--- src/rtl/fp_norm_pack.sv ---
// Normalize/round/pack back end of the 3-input float adder: 3-stage valid/ready pipeline.
// Define FP_NORM_ROUND_EN for round-to-nearest-even; otherwise the mantissa is truncated.
module fp_norm_pack #(
   parameter int EXPONENT = 8,
   parameter int MANTISSA = 23,
   parameter int SUMW     = MANTISSA + 6
) (
   input  logic                         clk,
   input  logic                         rst_n,
   input  logic                         in_valid,
   output logic                         in_ready,
   input  logic [SUMW-1:0]              sum,
   input  logic [EXPONENT-1:0]          max_exp,
   output logic                         out_valid,
   input  logic                         out_ready,
   output logic [EXPONENT+MANTISSA:0]   result,
   output logic                         flag_zero,
   output logic                         flag_ovf,
   output logic                         flag_unf
);

   localparam int PW = $clog2(SUMW);
   localparam int RW = EXPONENT + MANTISSA + 1;
   localparam logic [PW-1:0]          TOP_IDX  = PW'(SUMW - 1);
   localparam logic signed [EXPONENT+1:0] NORM_OFF = (EXPONENT + 2)'(MANTISSA + 2);
   localparam logic signed [EXPONENT+1:0] EXP_ZERO = {(EXPONENT + 2){1'b0}};
   localparam logic signed [EXPONENT+1:0] EXP_MAX  = {2'b00, {EXPONENT{1'b1}}};

   function automatic logic [PW-1:0] lead_one(input logic [SUMW-1:0] v);
      lead_one = {PW{1'b0}};
      for (int i = 0; i < SUMW; i++) begin
         if (v[i]) lead_one = i[PW-1:0];
      end
   endfunction

   logic en_s;
   logic v1_r, v2_r, out_valid_r;
   logic sign_s, zero_s;
   logic [SUMW-1:0] mag_s;
   logic [PW-1:0] p_s;
   logic sign1_r, zero1_r;
   logic [SUMW-1:0] mag1_r;
   logic [PW-1:0] p1_r;
   logic [EXPONENT-1:0] mexp1_r;
   logic [PW-1:0] shamt_s;
   logic [SUMW-1:0] norm_s;
   logic [MANTISSA-1:0] mant2_s, mant2_r;
   logic signed [EXPONENT+1:0] exp2_s, exp2_r;
   logic sign2_r, zero2_r;
   logic [MANTISSA-1:0] mant3_s;
   logic signed [EXPONENT+1:0] exp3_s;
   logic [RW-1:0] res_s, result_r;
   logic fz_s, fo_s, fu_s, fz_r, fo_r, fu_r;

   assign en_s      = ~out_valid_r | out_ready;
   assign in_ready  = en_s;
   assign out_valid = out_valid_r;
   assign result    = result_r;
   assign flag_zero = fz_r;
   assign flag_ovf  = fo_r;
   assign flag_unf  = fu_r;

   // Stage 1 combinational: sign, magnitude and leading-one position
   always_comb begin
      sign_s = sum[SUMW-1];
      if (sign_s) begin
         mag_s = ~sum + {{(SUMW-1){1'b0}}, 1'b1};
      end else begin
         mag_s = sum;
      end
      p_s    = lead_one(mag_s);
      zero_s = (mag_s == {SUMW{1'b0}});
   end

   // Stage 2 combinational: leading one moved to the top bit, exponent rebased on it
   always_comb begin
      shamt_s = TOP_IDX - p1_r;
      norm_s  = mag1_r << shamt_s;
      mant2_s = norm_s[SUMW-2 -: MANTISSA];
      exp2_s  = $signed({2'b00, mexp1_r}) + $signed({{(EXPONENT + 2 - PW){1'b0}}, p1_r}) - NORM_OFF;
   end

`ifdef FP_NORM_ROUND_EN
   logic g_s, st_s, g2_r, st2_r, round_s;
   logic [MANTISSA:0] mant_sum_s;
   logic norm_unused_s;
   assign g_s  = norm_s[SUMW-2-MANTISSA];
   assign st_s = |norm_s[SUMW-3-MANTISSA:0];
   assign norm_unused_s = norm_s[SUMW-1];

   // Guard and sticky bits travel alongside the stage-2 mantissa
   always_ff @(posedge clk) begin
      if (!rst_n) begin
         g2_r  <= 1'b0;
         st2_r <= 1'b0;
      end else if (en_s && v1_r) begin
         g2_r  <= g_s;
         st2_r <= st_s;
      end
   end
`else
   logic [SUMW-MANTISSA-1:0] norm_unused_s;
   assign norm_unused_s = {norm_s[SUMW-1], norm_s[SUMW-2-MANTISSA:0]};
`endif

   // Stage 3 combinational: rounding, then zero/underflow/overflow priority and packing
   always_comb begin
      mant3_s = mant2_r;
      exp3_s  = exp2_r;
      res_s   = {RW{1'b0}};
      fz_s    = 1'b0;
      fo_s    = 1'b0;
      fu_s    = 1'b0;
`ifdef FP_NORM_ROUND_EN
      round_s    = g2_r & (st2_r | mant2_r[0]);
      mant_sum_s = {1'b0, mant2_r} + {{MANTISSA{1'b0}}, round_s};
      if (mant_sum_s[MANTISSA]) begin
         mant3_s = {MANTISSA{1'b0}};
         exp3_s  = exp2_r + {{(EXPONENT + 1){1'b0}}, 1'b1};
      end else begin
         mant3_s = mant_sum_s[MANTISSA-1:0];
         exp3_s  = exp2_r;
      end
`endif
      if (zero2_r) begin
         res_s = {RW{1'b0}};
         fz_s  = 1'b1;
      end else if (exp3_s <= EXP_ZERO) begin
         res_s = {sign2_r, {(RW - 1){1'b0}}};
         fu_s  = 1'b1;
      end else if (exp3_s >= EXP_MAX) begin
         res_s = {sign2_r, {EXPONENT{1'b1}}, {MANTISSA{1'b0}}};
         fo_s  = 1'b1;
      end else begin
         res_s = {sign2_r, exp3_s[EXPONENT-1:0], mant3_s};
      end
   end

   // Pipeline registers; all stages advance together when the output slot is free
   always_ff @(posedge clk) begin
      if (!rst_n) begin
         v1_r        <= 1'b0;
         v2_r        <= 1'b0;
         out_valid_r <= 1'b0;
         sign1_r     <= 1'b0;
         zero1_r     <= 1'b0;
         mag1_r      <= {SUMW{1'b0}};
         p1_r        <= {PW{1'b0}};
         mexp1_r     <= {EXPONENT{1'b0}};
         sign2_r     <= 1'b0;
         zero2_r     <= 1'b0;
         mant2_r     <= {MANTISSA{1'b0}};
         exp2_r      <= {(EXPONENT + 2){1'b0}};
         result_r    <= {RW{1'b0}};
         fz_r        <= 1'b0;
         fo_r        <= 1'b0;
         fu_r        <= 1'b0;
      end else if (en_s) begin
         v1_r        <= in_valid;
         v2_r        <= v1_r;
         out_valid_r <= v2_r;
         if (in_valid) begin
            sign1_r <= sign_s;
            zero1_r <= zero_s;
            mag1_r  <= mag_s;
            p1_r    <= p_s;
            mexp1_r <= max_exp;
         end
         if (v1_r) begin
            sign2_r <= sign1_r;
            zero2_r <= zero1_r;
            mant2_r <= mant2_s;
            exp2_r  <= exp2_s;
         end
         if (v2_r) begin
            result_r <= res_s;
            fz_r     <= fz_s;
            fo_r     <= fo_s;
            fu_r     <= fu_s;
         end
      end
   end

endmodule

--- config.mk ---
export PLATFORM = sky130hd
export DESIGN_NAME = fp_norm_pack
export DESIGN_NICKNAME = d
export VERILOG_FILES = /design/src/rtl/fp_norm_pack.sv
export SDC_FILE = /design/constraint.sdc
export NUM_CORES = 1
export LEC_CHECK = 0
export ABC_AREA = 1
export BUFFER_PORTS_ARGS = -buffer_cell sky130_fd_sc_hd__buf_2
export CORE_AREA = 10 10 130 132
export CTS_CLUSTER_SIZE = 8
export DETAILED_ROUTE_END_ITERATION = 10
export DIE_AREA = 0 0 140 142
export PLACE_DENSITY = 0.63
export SKIP_LAST_GASP = 1
export SLEW_MARGIN = 5
export SYNTH_ARGS = -nofsm -noshare
export SYNTH_HDL_FRONTEND = slang
export SYNTH_SLANG_ARGS = --single-unit
--- constraint.sdc ---
create_clock -name clk -period 4.35 [get_ports clk]
set_input_delay 0.435 -clock clk [delete_from_list [all_inputs] [get_ports clk]]
set_output_delay 0.435 -clock clk [all_outputs]
set_load 0.005 [all_outputs]
## Word-level counts from Yosys, hierarchy flattened

Index checks and enable logic that the tools add are counted.

| word-level totals | value |
|---|---|
| flip-flop bits (word level) | 117 |
| bits in latches | 0 |
| memory bits (writable) | 0 |
| bits in read-only memories | 0 |
| input bits | 41 |
| word-level logic and storage cells | 68 |
| memories kept | 0 |

| operators by class | value |
|---|---|
| add/sub/neg operators | 4 |
| multipliers | 0 |
| div/mod/pow operators | 0 |
| magnitude comparators | 2 |
| equal/unequal tests | 0 |
| shifts and indexed selects | 1 |
| muxes and demuxes | 38 |
| bitwise gates (word level) | 3 |
| reductions and logical operators | 4 |

Operator list:

| kind | number |
|---|---|
| 2-to-1 mux 5 bit | 27 |
| 2-to-1 mux 31 bit | 2 |
| 2-to-1 mux 32 bit | 1 |
| adder 29 x 1 -> 29 bit, second input constant | 1 |
| logical NOT 29 bit | 1 |
| 2-to-1 mux 29 bit | 1 |
| NOT 29 bit | 1 |
| left shift 29 x 5 -> 28 bit | 1 |
| >= comparator 10 x 9 -> 1 bit, second input constant | 1 |
| <= comparator 10 x 1 -> 1 bit, second input constant | 1 |
| subtractor 9 x 5 -> 10 bit, second input constant | 1 |
| adder 8 x 5 -> 9 bit | 1 |
| 2-to-1 mux 1 bit | 7 |
| AND reduction 2 bit | 3 |
| subtractor 5 bit, first input constant | 1 |
| NOT 1 bit | 1 |
| bitwise OR 1 bit | 1 |

## Longest topological paths before layout

| depth | value |
|---|---|
| depth in word-level cells | 31 |
| gate-level depth with buffers | 34 |
| depth with buffers taken out | 34 |

## Worst setup path after synthesis

OpenSTA, ideal clock, no wires.

| path | value |
|---|---|
| kind | input-to-reg |
| start point | in sum[0] |
| end point | reg zero1_r |
| data arrival time | 2.432 ns |
| path slack | 1.850 ns |
| stages | 18 |
| cells stage by stage | inv_1 -> ha_1 -> nand4_2 -> inv_2 -> nand2_1 -> nor3_2 -> nand3_1 -> nor2_2 -> nand4_1 -> nor2_2 -> a21oi_1 -> xnor2_2 -> nand2_2 -> nor3_1 -> nand2_1 -> nor3_2 -> nand2_1 -> a21oi_2 |

| on the way | value |
|---|---|
| longest elaborated chain between the ends | 4 |

RTL lines:

| what | line | source |
|---|---|---|
| from (decl) | 12 | `input logic [SUMW-1:0] sum,` |
| NOT 29 bit | 67 | `mag_s = ~sum + {{(SUMW-1){1'b0}}, 1'b1};` |
| adder 29 x 1 -> 29 bit | 67 |  |
| 2-to-1 mux 29 bit (*) | 66 | `if (sign_s) begin` |
| logical NOT 29 bit (*) | 72 | `zero_s = (mag_s == {SUMW{1'b0}});` |
| to (signal assigned) | 164 | `zero1_r <= zero_s;` |
| to (decl) | 41 | `logic sign1_r, zero1_r;` |

Mark *: on every way between the ends. The rest lies on a longest branch, timed or not.
A chain may end at the register's enable or synchronous reset.

## Worst setup path in the final report

| path | value |
|---|---|
| start point | reg p1_r[0] |
| end point | reg mant2_r[17] |

| on the way | value |
|---|---|
| longest elaborated chain between the ends | 2 |

RTL lines:

| what | line | source |
|---|---|---|
| from (decl) | 43 | `logic [PW-1:0] p1_r;` |
| from (signal assigned) | 148 | `p1_r <= {PW{1'b0}};` |
| from (signal assigned) | 166 | `p1_r <= p_s;` |
| subtractor 5 bit | 77 | `shamt_s = TOP_IDX - p1_r;` |
| left shift 29 x 5 -> 28 bit | 78 | `norm_s = mag1_r << shamt_s;` |
| to (signal assigned) | 152 | `mant2_r <= {MANTISSA{1'b0}};` |
| to (signal assigned) | 172 | `mant2_r <= mant2_s;` |
| to (decl) | 47 | `logic [MANTISSA-1:0] mant2_s, mant2_r;` |

Every way passes these cells.

==> results_tabular.tex <==
\begin{tabular}{lr}
\hline
Metric & Value \\
\hline
\multicolumn{2}{l}{\textbf{Run status}} \\
Status & finished clean \\
\multicolumn{2}{l}{\textbf{Die}} \\
Floorplan row count & between 40 and 50 \\
Die Area & 0.0199 mm\^{}2 \\
Core Region & $\sim$0.014 mm\^{}2 \\
Die Span X & about 140 um \\
Height of the chip & 142 um \\
I/O pin count & just under 80 \\
Initial core utilization & a little under half \\
\multicolumn{2}{l}{\textbf{Drt}} \\
Total wirelength of the detailed-routed design & around 17000 um \\
Per-cell routed wire length & 14.0 um \\
Antenna Violating Nets Remaining & 0 \\
Detail-routed via count per cell & about 5.2 \\
Number of DRC markers after the initial detailed-route iteration & 516 \\
Via total after detailed routing & $\sim$6400 \\
Number of detailed-routing iterations run before antenna repair & 5 \\
Post-route DRC violation count & 0 \\
\multicolumn{2}{l}{\textbf{Run}} \\
Maximum capacitance violations & 0 \\
\multicolumn{2}{l}{\textbf{STA}} \\
Share of the clock period used by the worst path & slightly above 70\% \\
Count of final max-slew check failures & 0 \\
Fmax & 0.326 GHz \\
Number of endpoints with negative hold slack in the final report & 0 \\
Worst-margin pin slew & between 900 and 1000 ps \\
Sum of negative setup slack & 0 ps \\
Relative slew slack & 34.1\% \\
Min Clock Period, post-route & 3070 ps \\
Unrepaired setup endpoints after global routing & no \\
Count of final setup violators & 0 \\
Clock tree skew after final layout & $\sim$9.3 ps \\
\multicolumn{2}{l}{\textbf{Power}} \\
Peak supply drop & 0.237 mV \\
Pwr/cell area & approximately 430 mW/mm\^{}2 \\
Overall power consumption & roughly 3.3 mW \\
Leak Pwr & about 3.6 nW \\
\multicolumn{2}{l}{\textbf{Yosys}} \\
Number of distinct library cell variants in the gate-level netlist after synthesis & 41 \\
Area leader, netlist & dfxtp\_1 \\
Primary FF master, synth & dfxtp\_1 \\
Synthesized-area fraction occupied by xor and xnor cells & between 3 and 4\% \\
Simple logic cell fraction of the synthesized area & about 23\% \\
Synth Cell Area & between 0.006 and 0.007 mm\^{}2 \\
Post-synthesis compound-gate area fraction & about 23\% \\
Most frequent cell after synthesis & nand2\_1 \\
Syn. warnings & 0 \\
Net count of the mapped netlist & between 1000 and 1500 \\
Area share of the leading cell type in the synthesized netlist & roughly a third \\
Post-synthesis mux area share & about 2.1\% \\
Synthesized-area fraction occupied by adder cells & under 10\% \\
Number of enable-type register cells in the synthesized netlist & 0 \\
Largest family of logic cells by synthesized area & simple AND/OR/NAND/NOR gates \\
Commonest cells in the synthesized netlist & nand2\_1, o21ai\_0, inv\_1, dfxtp\_1, nor2\_1 \\
Flops \& latches, synth & 116 \\
Syn\_area\_per\_cell & between 6 and 7 um\^{}2 \\
Async SR Flop Fraction & 0\% \\
Sequential fraction of the synthesis area & about 35\% \\
Instance count of the mapped netlist & slightly below 1000 \\
Cell types with the largest area share after synthesis & dfxtp\_1, nand2\_1, o21ai\_0 \\
\multicolumn{2}{l}{\textbf{Place}} \\
Final GP Congestion & 0.905 \\
Number of placed instances with taps included & about 1200 \\
HPWL after detailed placement & $\sim$13000 um \\
Count of port buffers added during placement & 77 \\
\multicolumn{2}{l}{\textbf{Final layout}} \\
Number of diodes added for antenna fixing & 0 \\
Cell Count, Final, Fillers Out & approximately 1200 \\
Number of filler cells placed in the layout & 1439 \\
Share of final-layout standard cells stronger than drive strength 1 & a little over an eighth \\
Layout Nets & roughly 1100 \\
Layout overhead on the synthesized area & 16.9\% \\
\multicolumn{2}{l}{\textbf{CTS}} \\
Clock buffers created by TritonCTS & 17 \\
Number of hold buffers added after CTS & 0 \\
TritonCTS clock tree & yes \\
Register clock-pin slew on the reported worst setup and hold paths & $\sim$50 ps \\
Cell at the root of the clock tree & clkbuf\_16 \\
Level count of the clock H-tree & 4 \\
Post-CTS Setup Bufs & 0 \\
Post-cts sizing count & 0 \\
Clock network latency to the later pin of the worst-skew pair & slightly above 400 ps \\
Longest Clk Path Bufs & 2 \\
Sinks on the clock net & 116 \\
\multicolumn{2}{l}{\textbf{GRT}} \\
Vias in the first global route & 5923 \\
First-pass GRT wire length & a little under 30000 um \\
Pin count of the biggest net entering global routing & 60 \\
Gr ovfl total & 0 \\
Overall routing resource usage & 17.3\% \\
Initial antenna violation count & 0 \\
\multicolumn{2}{l}{\textbf{Worst setup path}} \\
WS Path Type & reg2reg \\
Worst EP arrival & 3380 ps \\
CP Cell Sequence & buf\_4 > o21ai\_0 > xnor2\_1 > buf\_4 > clkinv\_1 > nor2\_1 > nand3\_1 > a31oi\_1 \\
CP endpoint kind & register \\
Crit path required time & 4670 ps \\
Critical path launch point type & register \\
Most repeated library cell on the critical path & buf\_4 \\
Slowest stage delay, CP & 720 ps \\
Worst-path maximum fanout & 49 \\
Max stage delay cell, worst path & nor2\_1 \\
\multicolumn{2}{l}{\textbf{Min path}} \\
Class of the tightest hold or removal check & in2reg \\
\hline
\end{tabular}
## flip-flops by register name (all words and copies together), names as in the netlist
register / flops
result: 32
mag1_r: 28
mant2_r: 23
exp2_r: 10
mexp1_r: 8
p1_r: 5
flag_ovf: 1
flag_unf: 1
flag_zero: 1
out_valid: 1
sign1_r: 1
sign2_r: 1
v1_r: 1
v2_r: 1
zero1_r: 1
zero2_r: 1
## cells in the final DEF, fill, tap and decap left out, types with 5 or more instances in the layout
| master | n |
|---|---|
| a32oi_1 | 31 |
| nand2_1 | 204 |
| buf_2 | 77 |
| ha_1 | 16 |
| nor4_1 | 7 |
| xnor2_1 | 7 |
| dfxtp_1 | 116 |
| nor3_2 | 5 |
| clkbuf_16 | 17 |
| a31oi_1 | 13 |
| a21oi_1 | 75 |
| buf_4 | 9 |
| bufinv_16 | 5 |
| o211ai_1 | 9 |
| o21ai_0 | 131 |
| nand3_1 | 37 |
| mux2i_1 | 14 |
| inv_1 | 127 |
| nor2_1 | 83 |
| clkinv_1 | 5 |
| xor2_1 | 19 |
## routing by layer
layer,global-route usage [%],vias to the layer above,routed length [um]
li1,-,3397,-
met1,23.5,2873,8620
met2,27.4,150,7720
met3,3.20,16,782
met4,5.33,0,216
met5,0,-,0
## final timing paths
path	start	depth (start not counted)	end	slack, ps
worst max register to register	p1_r[0]	8	mant2_r[17]	1280
worst min register to register	result[26]	2	result[26]	460
worst max-delay path	p1_r[0]	8	mant2_r[17]	1280
worst min-delay path	max_exp[3]	3	mexp1_r[3]	290
## per-stage QoR
step / hold WS (ps) / worst slack [ps] / util, % / cell area, um^2
4_1_cts: 283 / 1340 / 54.9 / 7870
3_3_place_gp: 452 / 1340 / 50.3 / 7200
5_1_grt: 318 / 922 / 54.9 / 7870
2_1_floorplan: 433 / 1850 / - / 6730
3_5_place_dp: 453 / 1350 / 50.3 / 7200
6_report: 288 / 1280 / 54.9 / 7870
## worst max-delay path: cells and delay by family, from the launching register on
family	cells	cell delay (ps)
buffers and inverters	3	1220
and+or+nand+nor	2	870
AOI/OAI and AO/OA	2	400
xor gates and xnor gates	1	160
DFF	1	320
## logic make-up (layout without fill, tap and decap cells)
group	count (synthesis)	in the layout
AO/OA/AOI/OAI	267	267
adder cells (fa/ha/maj)	17	17
AND/OR/NAND/NOR	361	361
flip-flops	116	116
XOR/XNOR	27	27
buffers and inverters	192	254
multiplexers	14	14
## final cells by class
cell class	count	area (um^2)	area share, %
Clock buffer	24	492	6.25
Clock inverter	8	170	2.16
Inverter	136	510	6.49
Multi-Input combinational cell	686	3690	46.9
Sequential cell	116	2320	29.5
Tap cell	184	230	2.93
Timing Repair Buffer	86	453	5.76
## where the power goes
part           switching [mW]  internal [mW]  leakage (nW)
logic                   0.429          0.206          2.37
registers              0.0372           1.12         0.950
clock network           0.480           1.08         0.317
Power figures use the tool's default switching activity.
